===== src/rtl/bus_pkg.sv =====
// Shared constants and state type for the round-robin bus arbiter.
// BUS_ARB_PARITY_EN appends an even-parity bit and lengthens the frame by one.
package bus_pkg;
    localparam int N_NODES = 16;
    localparam int ID_W    = 4;
    localparam int DATA_W  = 64;
    localparam int CRC_W   = 4;
    localparam int CNT_W   = 7;
`ifdef BUS_ARB_PARITY_EN
    localparam int PAR_W   = 1;
`else
    localparam int PAR_W   = 0;
`endif
    // start bit + dest + payload + crc (+ parity)
    localparam int FRAME_LEN = 1 + ID_W + DATA_W + CRC_W + PAR_W;

    typedef enum logic [1:0] {IDLE, SHIFT, GAP} state_e;
endpackage


===== src/rtl/rr_picker.sv =====
// Combinational round-robin search: first set req bit at or after ptr, wrapping 15 -> 0.
module rr_picker
    import bus_pkg::*;
(
    input  logic [N_NODES-1:0] req,
    input  logic [ID_W-1:0]    ptr,
    output logic [ID_W-1:0]    winner_id,
    output logic               any_req
);
    always_comb begin
        logic [ID_W-1:0] idx;
        idx       = '0;
        winner_id = '0;
        // Scan from the farthest offset down so the nearest hit is written last.
        for (int i = N_NODES - 1; i >= 0; i--) begin
            idx = ptr + ID_W'(i);
            if (req[idx]) winner_id = idx;
        end
        any_req = |req;
    end
endmodule


===== src/rtl/bus_round_robin_arbiter.sv =====
// Round-robin arbiter plus MSB-first frame serializer for the shared one-bit bus.
// Optional BUS_ARB_PARITY_EN: append an even-parity bit over dest, data and crc.
module bus_round_robin_arbiter #(
    parameter int N_NODES = bus_pkg::N_NODES,
    parameter int DATA_W  = bus_pkg::DATA_W
) (
    input  logic                              clock,
    input  logic                              reset,
    input  logic [N_NODES-1:0]                req,
    input  logic [N_NODES*bus_pkg::ID_W-1:0]  dest_flat,
    input  logic [N_NODES*DATA_W-1:0]         data_flat,
    input  logic [N_NODES*bus_pkg::CRC_W-1:0] crc_flat,
    output logic [N_NODES-1:0]                grant,
    output logic [bus_pkg::ID_W-1:0]          grant_id,
    output logic                              busy,
    output logic                              bus_out,
    output logic                              frame_done
);
    import bus_pkg::*;

    localparam int FLEN = 1 + ID_W + DATA_W + CRC_W + PAR_W;

    state_e               state_q, state_d;
    logic [FLEN-1:0]      shreg_q, shreg_d;
    logic [CNT_W-1:0]     cnt_q, cnt_d;
    logic [ID_W-1:0]      ptr_q, ptr_d;
    logic [ID_W-1:0]      id_q, id_d;
    logic [N_NODES-1:0]   grant_q, grant_d;
    logic                 busy_q, busy_d;
    logic                 bout_q, bout_d;
    logic                 done_q, done_d;

    logic [ID_W-1:0]      winner;
    logic                 any_req;
    logic [ID_W-1:0]      w_dest;
    logic [DATA_W-1:0]    w_data;
    logic [CRC_W-1:0]     w_crc;
    logic [FLEN-1:0]      frame;

    rr_picker u_pick (
        .req       (req),
        .ptr       (ptr_q),
        .winner_id (winner),
        .any_req   (any_req)
    );

    assign w_dest = dest_flat[int'(winner)*ID_W +: ID_W];
    assign w_data = data_flat[int'(winner)*DATA_W +: DATA_W];
    assign w_crc  = crc_flat[int'(winner)*CRC_W +: CRC_W];

`ifdef BUS_ARB_PARITY_EN
    assign frame = {1'b1, w_dest, w_data, w_crc, ^{w_dest, w_data, w_crc}};
`else
    assign frame = {1'b1, w_dest, w_data, w_crc};
`endif

    always_ff @(posedge clock or posedge reset) begin
        if (reset) begin
            state_q <= IDLE;
            shreg_q <= '0;
            cnt_q   <= '0;
            ptr_q   <= '0;
            id_q    <= '0;
            grant_q <= '0;
            busy_q  <= 1'b0;
            bout_q  <= 1'b0;
            done_q  <= 1'b0;
        end else begin
            state_q <= state_d;
            shreg_q <= shreg_d;
            cnt_q   <= cnt_d;
            ptr_q   <= ptr_d;
            id_q    <= id_d;
            grant_q <= grant_d;
            busy_q  <= busy_d;
            bout_q  <= bout_d;
            done_q  <= done_d;
        end
    end

    always_comb begin
        state_d = state_q;
        shreg_d = shreg_q;
        cnt_d   = cnt_q;
        ptr_d   = ptr_q;
        id_d    = id_q;
        grant_d = grant_q;
        busy_d  = busy_q;
        bout_d  = bout_q;
        done_d  = 1'b0;
        case (state_q)
            IDLE: begin
                if (any_req) begin
                    // Start bit goes out right away; shreg keeps the remaining FLEN-1 bits.
                    bout_d          = frame[FLEN-1];
                    shreg_d         = frame << 1;
                    cnt_d           = CNT_W'(FLEN - 1);
                    grant_d         = '0;
                    grant_d[winner] = 1'b1;
                    id_d            = winner;
                    busy_d          = 1'b1;
                    state_d         = SHIFT;
                end
            end
            SHIFT: begin
                if (cnt_q != '0) begin
                    bout_d  = shreg_q[FLEN-1];
                    shreg_d = shreg_q << 1;
                    cnt_d   = cnt_q - CNT_W'(1);
                end else begin
                    bout_d  = 1'b0;
                    grant_d = '0;
                    busy_d  = 1'b0;
                    done_d  = 1'b1;
                    ptr_d   = id_q + ID_W'(1);
                    state_d = GAP;
                end
            end
            GAP:     state_d = IDLE;
            default: state_d = IDLE;
        endcase
    end

    assign grant      = grant_q;
    assign grant_id   = id_q;
    assign busy       = busy_q;
    assign bus_out    = bout_q;
    assign frame_done = done_q;
endmodule


===== config.mk =====
export PLATFORM = sky130hd
export DESIGN_NAME = bus_round_robin_arbiter
export DESIGN_NICKNAME = d
export VERILOG_FILES = /design/src/rtl/bus_pkg.sv /design/src/rtl/rr_picker.sv /design/src/rtl/bus_round_robin_arbiter.sv
export SDC_FILE = /design/constraint.sdc
export NUM_CORES = 1
export LEC_CHECK = 0
export ABC_CLOCK_PERIOD_IN_PS = 15410
export BUFFER_PORTS_ARGS = -buffer_cell sky130_fd_sc_hd__buf_2
export CAP_MARGIN = 0
export CORE_AREA = 4 4 466 468
export DETAILED_ROUTE_END_ITERATION = 12
export DIE_AREA = 0 0 470 472
export PLACE_DENSITY = 0.36
export SYNTH_ARGS = -nofsm -noshare
export SYNTH_HDL_FRONTEND = slang
export SYNTH_SLANG_ARGS = --single-unit

===== constraint.sdc =====
create_clock -name clock -period 15.41 [get_ports clock]
set_clock_uncertainty 0.1 [all_clocks]
set_input_delay 3.082 -clock clock [delete_from_list [all_inputs] [get_ports clock]]
set_output_delay 3.082 -clock clock [all_outputs]
set_load 0.005 [all_outputs]

* Word level (Yosys, flattened, before mapping)
Index checks and enable logic that the tools add are counted.
** Word-level totals
- Input port bits :: 1170
- Bits in registers :: 109
- Logic and storage cells :: 132
- Output and inout port bits :: 23
** Cells by class
- Bitwise logic cells :: 1
- Reduce and logical (&&, ||, !) cells :: 11
- Equality and inequality tests :: 4
- Multiplexer cells :: 69
- Add/sub/neg operators :: 17
- Magnitude comparators :: 18
- Shifts and indexed selects :: 3
** Operators by type and width (count)
- variable part select 1024 x 11 -> 64 bit :: 1
- two-way mux 73 bit :: 2
- one-hot mux 73 bit (2 select lines) :: 1
- variable part select 64 x 7 -> 4 bit :: 2
- < comparator 4 x 5 -> 1 bit, second input constant :: 17
- binary-select mux 1 bit (select 4 bit) :: 16
- two-way mux 4 bit :: 16
- adder 4 bit, second input constant :: 8
- two-way mux 16 bit :: 2
- one-hot mux 16 bit (2 select lines) :: 1
- two-way mux 1 bit :: 22
- adder 4 x 3 -> 4 bit, second input constant :: 4
- OR reduction 16 bit :: 1
- two-way mux 7 bit :: 2
- one-hot mux 7 bit (2 select lines) :: 1
- adder 4 x 1 -> 4 bit, second input constant :: 2
- adder 4 x 2 -> 4 bit, second input constant :: 2
- AND reduction 2 bit :: 4
- nonzero test 7 bit :: 1
- subtractor 7 x 1 -> 7 bit, second input constant :: 1
- inequality test 2 bit, second input constant :: 3
- AND reduction 3 bit :: 2
- demux 1 bit (select 4 bit) :: 1
- greater-or-equal comparator 4 x 1 -> 1 bit, second input constant :: 1
- other kinds (8) :: 10

* Longest topological paths before layout
Gate-level depths: netlist (run 1).
- Depth in word-level cells :: 25
- Mapped depth :: 25
- Gate-level depth less buffers :: 14

* Cells and area by module
From an unflattened synthesis (run 1), not the netlist that was laid out.
** Second synthesis, totals
- Cells, all modules :: 1620
- Area, all modules :: 15572.4 um2
** Modules (own cells, without submodules)
- bus_round_robin_arbiter :: area each 13310.3 um2, times used 1, sequential area each 2702.6 um2, cells each 1363
- rr_picker :: area each 2262.2 um2, times used 1, sequential area each 0.0 um2, cells each 257

* Worst setup path before layout (run 1)
No wires, ideal clock.
- Path type :: in2reg
- Start :: in req[10]
- End :: reg shreg_q[25]
- Slack :: 8884 ps
- Data arrival time :: 6292 ps
- Stages :: 15
- Required time :: 15176 ps
- Setup time :: 134 ps
- Path through :: mux4_2 -> mux2i_1 -> nor2_1 -> or4b_1 -> a2111oi_2 -> a31oi_1 -> a221oi_2 -> or2_1 -> buf_4 -> buf_8 -> buf_6 -> mux2_4 -> and3_1 -> a2111oi_0 -> a21oi_1
** Between the ends
- Word-level cells in the longest chain between the ends :: 21
- Elaborated cells between the ends (all ways) :: 54
- Those cells by class :: eq/ne: 1; shift: 1; mux: 50; reduce/logical: 2
** Ends and longest elaborated chain
- start, declared :: line bus_round_robin_arbiter.sv:9 : input logic [N_NODES-1:0] req,
- binary-select mux 1 bit (select 4 bit) :: line rr_picker.sv:17 : if (req[idx]) winner_id = idx;
- two-way mux 1 bit (not written as such) :: line rr_picker.sv:17
- two-way mux 4 bit (16 in series) :: line rr_picker.sv:17
- variable part select 1024 x 11 -> 64 bit :: line bus_round_robin_arbiter.sv:48 : assign w_data = data_flat[int'(winner)*DATA_W +: DATA_W];
- two-way mux 73 bit :: line bus_round_robin_arbiter.sv:93 : if (any_req) begin
- one-hot mux 73 bit (2 select lines) :: line bus_round_robin_arbiter.sv:91 : case (state_q)
- end signal, assigned :: line bus_round_robin_arbiter.sv:70 : shreg_q <= shreg_d;
- end, declared :: line bus_round_robin_arbiter.sv:24 : logic [FLEN-1:0] shreg_q, shreg_d;
Parallel ways exist; a longest one is shown, timed or not. The select of a mux whose other input is x is not followed.
A chain may end at the register's enable or synchronous reset.

* Worst setup path after layout (run 1)
- Start :: in req[9]
- End :: reg shreg_q[69]
** Between the ends
- Word-level cells in the longest chain between the ends :: 21
- Elaborated cells between the ends (all ways) :: 54
- Those cells by class :: eq/ne: 1; shift: 1; mux: 50; reduce/logical: 2
** Ends and longest elaborated chain
- binary-select mux 1 bit (select 4 bit) :: line rr_picker.sv:17
- two-way mux 1 bit (not written as such) :: line rr_picker.sv:17
- two-way mux 4 bit (16 in series) :: line rr_picker.sv:17
- variable part select 64 x 7 -> 4 bit :: line bus_round_robin_arbiter.sv:47 : assign w_dest = dest_flat[int'(winner)*ID_W +: ID_W];
- two-way mux 73 bit :: line bus_round_robin_arbiter.sv:93
- one-hot mux 73 bit (2 select lines) :: line bus_round_robin_arbiter.sv:91
Parallel ways exist; a longest one is shown, timed or not. The select of a mux whose other input is x is not followed.

==> flow_summary.ini, run 1 <==
[run_status]
outcome = completed

[yosys]
yosysSeqAreaShare = 0.163
synthTopCellsByArea = mux2i_1 20%, dfrtp_1 16%, mux4_2 13%
synth_cell_types = 83
async_flop_share = 1.00
synth_compound_area_frac = 0.241
avgSynthCellArea_um2 = 8.73
yosys.area_share.xor_xnor = 0.0129
synth-seq-cells = 108
synth_edf_count = 0
synth_top_area_share = 0.196
ys.flop_type = dfrtp_1
syn_area_mm2 = 0.0166
synthSimpleGateAreaFrac = 0.127
synth_largest_area_cell = mux2i_1
synth_nets = 3084
synth_top_family_by_area = multiplexers
synth.area.mux_share = 0.370
synth_fa_ha_area_frac = 0.00753
netlist_instances = 1904
yosys_warnings = 0

[floorplanning]
die_area_mm2 = 0.222
ioPinCount = 1193
die_height_um = 472
rows = 170
core_area_mm2 = 0.214
die_x_um = 470
start_util = 0.0778

[placed_design]
gp_congestion = 0.923
dp_hpwl_um = 161000
io_buffer_count = 1192
dp.cells = 5800
placed_area_mm2 = 0.0257

[detailed_routing]
drc = 0
dr.pass1.iters = 5
first_iter_violations = 1380
viasPerCell = 3.75
wl_um = 188000
vias = 21912
ant_nets = 0
wl_per_cell_um = 32.1

[final_layout]
drive_gt1_frac = 0.493
nFillCells = 24976
syn_to_final_growth_pct = 57.1
final_area_mm2 = 0.0261
nets = 4153
fin_cells = 5849
post-route-util = 0.122

[global_routing]
grt_pass1_vias = 22508
antenna_found_initial = 156
grt_usage = 0.162
grt_first_pass_wirelength_um = 236000
grt_start_max_net_pins = 121
globalRoute.totalOverflow = 0

[timing]
tightestPinTransition_ns = 1.17
setup_viol = 0
slew_headroom = 0.218
grt_setup_unrepaired = no
period_share = 0.577
report.final.slew_viol_count = 0
fin_crit_ns = 8.89
fmax_mhz = 112
finalHoldViolCount = 0
tns_ns = 0

[worst_hold_path]
hold_class = flip-flop to flip-flop

[critical_path]
endpoint_kind = flip-flop
max_stage_delay_ns = 0.96
crit_arrival_ns = 9.13
critical_path_depth = 15
cp_top_family = compound AO/OA/AOI/OAI gates
timing.rr.start = ptr_q[0]
reg2reg_depth = 17
worstPathRequired_ns = 15.64
setup.worst_path.start_class = input pin
cp_num_buf_inv = 3
crit_start = req[9]
critical_path_peak_fanout = 37
timing.rr.end = shreg_q[69]
rrSetupSlack_ns = 7.48
endpoint = shreg_q[69]
path_cells = buf_2 -> mux4_2 -> nand2_1 -> a21oi_1 -> a311oi_1 -> o21ai_0 -> nand3_1 -> nand3_1 -> o31ai_4 -> buf_4 -> or3_4 -> buf_4 -> nor2_4 -> a221oi_1 -> a31oi_1
path_class = input pin to flip-flop
cp_slowest_cell = a221oi_1

[clock_network]
clkTransAtPathRegs_ns = 0.12
clock_sinks = 108
cts_tree = done
cts_resized = 0
insertion_delay_ns = 0.48
cts.htree.levels = 3
cts_buffers = 9
max-clock-path-buffers = 2
post_cts_buffers = 0
hold_buffers = 0
clockRootBuffer = clkbuf_16

[power]
cellPowerDensity_mw_per_mm2 = 258
total_leakage_power_uw = 0.0111
ir_worst_vdd_uv = 241

[flow_run]
drv_cap = 0
[report_power, final]
group / internal (uW) / leakage, uW / switching, uW
logic: 2090 / 0.00970 / 3790
clock network: 133 / 0.000160 / 188
registers: 412 / 0.00125 / 133
[how the worst min path moves through the flow]
stage / from / endpoint / cells after the start
after floorplan: shreg_q[72] / bus_out / 2
after global placement: busy / busy / 2
after detailed placement: busy / busy / 2
after CTS: busy / busy / 2
after global routing: busy / busy / 2
final: busy / busy / 2
[kinds of logic after synthesis]
group | count (synthesis)
compound gates | 561
flops | 108
buf+inv | 257
mux | 487
xor+xnor | 21
simple gates | 460
fa+ha+maj | 10
[placed cells by master (no fill, tap or decap), types with 4 or more instances in the layout]
master,n
a21oi_1,71
a22oi_1,19
mux2_1,8
ha_1,10
mux2_2,55
a2111oi_0,5
o41a_1,17
nor2_1,96
xnor2_1,11
diode_2,33
mux2i_1,325
a221oi_1,40
nor4_1,8
o211ai_1,7
a22o_1,5
nand3_1,34
nor3_1,64
a311oi_1,27
dfrtp_1,107
nand2b_1,6
o221a_1,24
o221ai_1,49
or3_1,36
xor2_1,6
nor2_4,7
and3_1,12
clkbuf_16,9
buf_4,57
a211oi_1,7
o31ai_1,19
a31oi_1,45
nand3_2,4
o22ai_1,80
nand2_1,162
mux4_2,93
inv_1,58
o21ai_1,29
o21ai_0,85
buf_2,1192
mux2_4,5
[cells in the mapped netlist, types with 4 or more instances]
cell         n
nor3_1      64
and3_1      12
o221a_1     24
nand2_1    165
nor4_1       8
o211ai_1     7
and2_1       4
xor2_1       6
nor2_1     102
a22oi_1     19
a221oi_1    40
buf_1        6
o41a_1      17
a21oi_1     71
o221ai_1    49
o22ai_1     80
o31ai_1     19
buf_2       47
nand2b_1     7
a31oi_1     45
mux2i_1    325
mux2_4       5
a311oi_1    27
a211oi_1     7
mux2_2      55
mux2_1       8
dfrtp_1    108
inv_1       60
a2111oi_0    6
buf_6       23
nand3_1     38
ha_1        10
o21ai_0     87
o21ai_1     27
mux4_2      93
buf_4       24
clkbuf_1    93
or3_1       38
a22o_1       5
xnor2_1     11
[final cells by class]
type	count	area (um2)	area share
multi-input cells	1539	12700	0.488
flip-flops and latches	108	2700	0.104
well taps	2838	3550	0.136
diodes	33	82.6	0.00316
inverters	62	245	0.00939
repair buffers	1253	6460	0.248
clock inverters	7	103	0.00393
clock buffers	9	225	0.00862
[state kept, by name, indices dropped and copies added (netlist names)]
signal	cells
grant	16
frame_done	1
grant_id	4
busy	1
cnt_q	7
ptr_q	4
state_q	2
shreg_q	72
bus_out	1
[through the flow]
| stage | total power [uW] | hold slack (ns) | setup slack, ns |
|---|---|---|---|
| final | 6750 | 0.387 | 6.52 |
| after global routing | 7250 | 0.402 | 6.07 |
| after detailed placement | 6640 | 0.369 | 5.68 |
| after global placement | 6640 | 0.361 | 5.70 |
| after CTS | 7000 | 0.391 | 6.23 |
| after floorplan | 4160 | 0.333 | 8.88 |
[metal layers]
metal  up-vias  wire length [um]  GRT usage
met5         -               324          0
met1     10786             77300      0.197
li1       9675                 -          -
met3       242             11800     0.0364
met4        50              4420     0.0331
met2      1159             94000      0.290
[worst reg2reg max path: stages (launching register included)]
cell and delay, ns:
dfrtp_1 0.33, buf_4 0.49, inv_2 0.41, ha_1 0.40, buf_4 0.37, mux2i_1 0.25, a22o_1 0.33, nor3_1 0.79
nor3b_1 0.18, nand3_1 0.13, nand3_1 0.17, o31ai_4 0.58, buf_4 0.57, or3_4 0.61, buf_4 0.57, nor2_4 0.35
a221oi_1 1.00, a31oi_1 0.18
(Power assumes the default switching activity.)
==> inputs of run 2 (changes only) <==
ABC_CLOCK_PERIOD_IN_PS = 7550   (was 15410)
CORE_AREA = 4 4 464 466   (was 4 4 466 468)
DIE_AREA = 0 0 468 470   (was 0 0 470 472)
clock period = 7.55 ns   (was 15.41 ns; I/O delays follow)
==> flow_summary.ini, run 2 (synthesis results as in run 1) <==
[placed_design]
io_buffer_count = 1192
place_ws_ns = 0.159
dp_hpwl_um = 170000
dp.cells = 5835
gp_congestion = 0.930

[final_layout]
syn_to_final_growth_pct = 60.3
nets = 4205
final_cell_mix = 1192 x buf_2, 325 x mux2i_1, 162 x nand2_1
final_common_cell = buf_2
largest_reg_flops = 72
post-route-util = 0.126
drive_gt1_frac = 0.501
regMostFlops = shreg_q
fin_cells = 5887
nFillCells = 24546

[floorplanning]
die_height_um = 470
die_x_um = 468
core_area_mm2 = 0.211
start_util = 0.0787
die_area_mm2 = 0.220
rows = 169
ioPinCount = 1193

[timing]
timing.final.ws_setup_ns = 0.641
tns_ns = 0
slew_headroom = 0.162
report.final.slew_viol_count = 0
setup_viol = 0
tightestPinTransition_ns = 1.22
fmax_mhz = 145
fin_crit_ns = 6.91
finalHoldViolCount = 0
period_share = 0.915
grt_setup_unrepaired = no

[clock_network]
cts_buffers = 9
clkTransAtPathRegs_ns = 0.11
insertion_delay_ns = 0.49
clockRootBuffer = clkbuf_16
cts_tree = done
cts_resized = 0
max-clock-path-buffers = 2
hold_buffers = 0
clock_sinks = 108
cts.htree.levels = 3
post_cts_buffers = 0

[global_routing]
grt_start_max_net_pins = 75
grt_pass1_vias = 23025
globalRoute.totalOverflow = 0
grt_usage = 0.170
antenna_found_initial = 167
grt_first_pass_wirelength_um = 244000

[power]
total_leakage_power_uw = 0.0114
finalPower_uw = 14500
cellPowerDensity_mw_per_mm2 = 546
ir_worst_vdd_uv = 320

[critical_path]
path_cells = inv_1 -> ha_1 -> mux2i_1 -> a22o_1 -> nor3_2 -> nor3b_1 -> o2111ai_1 -> a221oi_2 -> or2_4 -> buf_12 -> buf_4 -> mux2i_1 -> o221a_1 -> a311oi_1
path_class = flip-flop to flip-flop
cp_top_family = multiplexers
max_stage_delay_ns = 1.04
worstPathRequired_ns = 7.80
cp_slowest_cell = ha_1
setup.worst_path.start_class = flip-flop
endpoint_kind = flip-flop
cp_num_buf_inv = 3
cpMostUsedCell = mux2i_1
crit_arrival_ns = 7.16
critical_path_peak_fanout = 21

[detailed_routing]
first_iter_violations = 1635
vias = 22433
wl_um = 195000
dr.pass1.iters = 5
wl_per_cell_um = 33.1
viasPerCell = 3.81
ant_nets = 0
drc = 0

[worst_hold_path]
hold_class = flip-flop to flip-flop

[run_status]
outcome = completed

[flow_run]
drv_cap = 0
==> run 2: layout make-up <==
| class | instances | area, um2 | area share |
|---|---|---|---|
| Clock buffer | 10 | 239 | 0.00897 |
| Antenna cell | 36 | 90.1 | 0.00338 |
| Timing Repair Buffer | 1305 | 7030 | 0.264 |
| Inverter | 62 | 243 | 0.00911 |
| Sequential cell | 108 | 2700 | 0.101 |
| Clock inverter | 6 | 60.1 | 0.00225 |
| Multi-Input combinational cell | 1539 | 12700 | 0.478 |
| Tap cell | 2821 | 3530 | 0.133 |
==> run 2: tightest hold or removal path, cell delays in order, from the launching register on <==
cell and delay [ns]:
dfrtp_1 0.36, nand2_1 0.05, nand2_1 0.06
==> run 2: per-layer routing <==
layer / GRT usage / vias up / routed length [um]
met2: 0.314 / 1258 / 100000
met1: 0.206 / 11089 / 79700
met3: 0.0272 / 273 / 10700
met5: 0 / - / 172
li1: - / 9783 / -
met4: 0.0297 / 30 / 4310
==> run 2: worst paths after layout <==
path                           from          end  slack [ns]  cells past startpoint
setup / recovery           ptr_q[1]  shreg_q[61]        0.64                     14
hold / removal                 busy         busy        0.39                      2
setup reg to reg           ptr_q[1]  shreg_q[61]        0.64                     14
hold reg to reg                busy         busy        0.39                      2
max in group asynchronous     reset  shreg_q[33]        5.16                      3
min in group asynchronous     reset    grant[10]        0.99                      2
==> run 2: where the power goes <==
group	total, uW	internal, uW	switching (uW)
logic	12800	4620	8150
registers	1140	840	304
clock network	629	242	387
==> run 2: stage by stage <==
stage	hold WS, ns	instance area [um2]
floorplan	0.333	16600
CTS	0.397	26500
detailed placement	0.369	26200
finish	0.394	26600
global route	0.429	26600
global placement	0.360	26200
==> inputs of run 3 (changes only) <==
ABC_CLOCK_PERIOD_IN_PS = 8600   (was 7550)
CORE_AREA = 4 4 466 468   (was 4 4 464 466)
DIE_AREA = 0 0 470 472   (was 0 0 468 470)
clock period = 8.6 ns   (was 7.55 ns; I/O delays follow)
==> flow_summary.ini, run 3 (synthesis results as in run 1) <==
[timing]
slew_headroom = -0.0977
tns_ns = 0
tightestPinTransition_ns = 1.63
setup_viol = 0
fmax_mhz = 146
period_share = 0.795
finalHoldViolCount = 0
fin_crit_ns = 6.84
grt_setup_unrepaired = no
report.final.slew_viol_count = 2

[critical_path]
critical_path_peak_fanout = 78
rrSetupSlack_ns = 1.80
cp_top_family = multiplexers
reg2reg_depth = 15
timing.rr.start = ptr_q[1]
crit_arrival_ns = 7.07
worstPathRequired_ns = 8.83
cpMostUsedCell = mux2i_1
setup.worst_path.start_class = input pin
path_cells = buf_2 -> mux4_2 -> mux2i_1 -> nor2_1 -> or4b_1 -> a2111oi_2 -> a31oi_1 -> a221oi_2 -> or2_4 -> buf_12 -> mux2i_1 -> o22ai_1 -> a21oi_1 -> a311oi_1
max_stage_delay_ns = 0.89
cp_slowest_cell = mux2i_1
endpoint_kind = flip-flop
timing.rr.end = shreg_q[59]
cp_num_buf_inv = 2
path_class = input pin to flip-flop

[placed_design]
io_buffer_count = 1192
gp_congestion = 0.941
dp_hpwl_um = 166000

[clock_network]
max-clock-path-buffers = 2
hold_buffers = 0
clockRootBuffer = clkbuf_16
cts_resized = 0
clock_sinks = 108
cts.htree.levels = 3
insertion_delay_ns = 0.49
cts_buffers = 9
post_cts_buffers = 0
cts_tree = done
clkTransAtPathRegs_ns = 0.12

[floorplanning]
die_height_um = 472
die_area_mm2 = 0.222
start_util = 0.0778
rows = 170
die_x_um = 470
core_area_mm2 = 0.214
ioPinCount = 1193

[detailed_routing]
vias = 22530
dr.pass1.iters = 5
viasPerCell = 3.82
wl_per_cell_um = 32.4
first_iter_violations = 1702
drc = 0
wl_um = 191000
ant_nets = 0

[flow_run]
drv_cap = 1

[worst_hold_path]
hold_depth = 2
min_from = busy
hold_end = busy
hold_class = flip-flop to flip-flop

[power]
total_leakage_power_uw = 0.0113
ir_worst_vdd_uv = 380
cellPowerDensity_mw_per_mm2 = 471

[final_layout]
regMostFlops = shreg_q
final_cell_mix = 1192 x buf_2, 325 x mux2i_1, 162 x nand2_1
post-route-util = 0.124
syn_to_final_growth_pct = 59.7
drive_gt1_frac = 0.500
nets = 4192
largest_reg_flops = 72
final_common_cell = buf_2

[global_routing]
antenna_found_initial = 169
grt_pass1_vias = 22793
grt_start_max_net_pins = 79
grt_first_pass_wirelength_um = 240000
globalRoute.totalOverflow = 0
grt_usage = 0.164

[run_status]
violations = max-capacitance violations, max-slew violations
outcome = finished, violations left
-- run 3: cell types whose count changed in the layout (fill, tap and decap cells not counted), sizes merged --
cell | before | now
clkinv | 3 | 4
buf | 1305 | 1292
clkinvlp | 2 | 0
inv | 63 | 65
clkbuf | 10 | 9
-- run 3: cell type report --
cell class | instances | area [um2]
Clock buffer | 9 | 225
Clock inverter | 7 | 91.3
Timing Repair Buffer | 1292 | 6870
Tap cell | 2838 | 3550
Multi-Input combinational cell | 1539 | 12800
Fill cell | 25011 | 187000
Antenna cell | 36 | 90.1
Inverter | 62 | 245
Sequential cell | 108 | 2700
-- run 3: how the worst max path moves through the flow --
stage                   from     endpoint  slack [ns]  depth (start not counted)
finish               req[10]  shreg_q[67]        1.76                         14
floorplan            req[10]  shreg_q[25]        3.44                         15
CTS                 ptr_q[1]   shreg_q[5]        1.64                         14
global route        ptr_q[1]  shreg_q[47]        1.47                         16
detailed placement   req[10]  shreg_q[67]        1.25                         14
global placement     req[10]  shreg_q[69]        0.60                         14
-- run 3: tightest hold or removal path, cell delays in order (launching register included) --
cell and delay, ns:
dfrtp_1 0.35, nand2_1 0.05, nand2_1 0.05
-- run 3: power by group --
group | switching, uW | internal, uW
logic | 6970 | 3960
clock network | 355 | 213
registers | 255 | 737
total | 7580 | 4910
-- run 3: layer usage --
layer	up-vias	share of wire	wire length (um)	global-route usage
met5	-	0.0019	359	0
li1	9763	-	-	-
met4	54	0.025	4720	0.0342
met2	1281	0.49	94000	0.291
met3	296	0.067	12700	0.0389
met1	11136	0.41	79100	0.202
-- run 3: through the flow --
| stage | setup WS [ns] | cell area, um2 | total power (uW) | hold WS, ns | cells |
|---|---|---|---|---|---|
| CTS | 1.64 | 26400 | 12900 | 0.396 | 5855 |
| global route | 1.47 | 26500 | 13300 | 0.419 | 5869 |
| floorplan | 3.44 | 16600 | 7460 | 0.333 | 1904 |
| global placement | 0.603 | 26100 | 12200 | 0.368 | 5838 |
| detailed placement | 1.25 | 26100 | 12200 | 0.372 | 5839 |
| finish | 1.76 | 26500 | 12500 | 0.386 | 5891 |
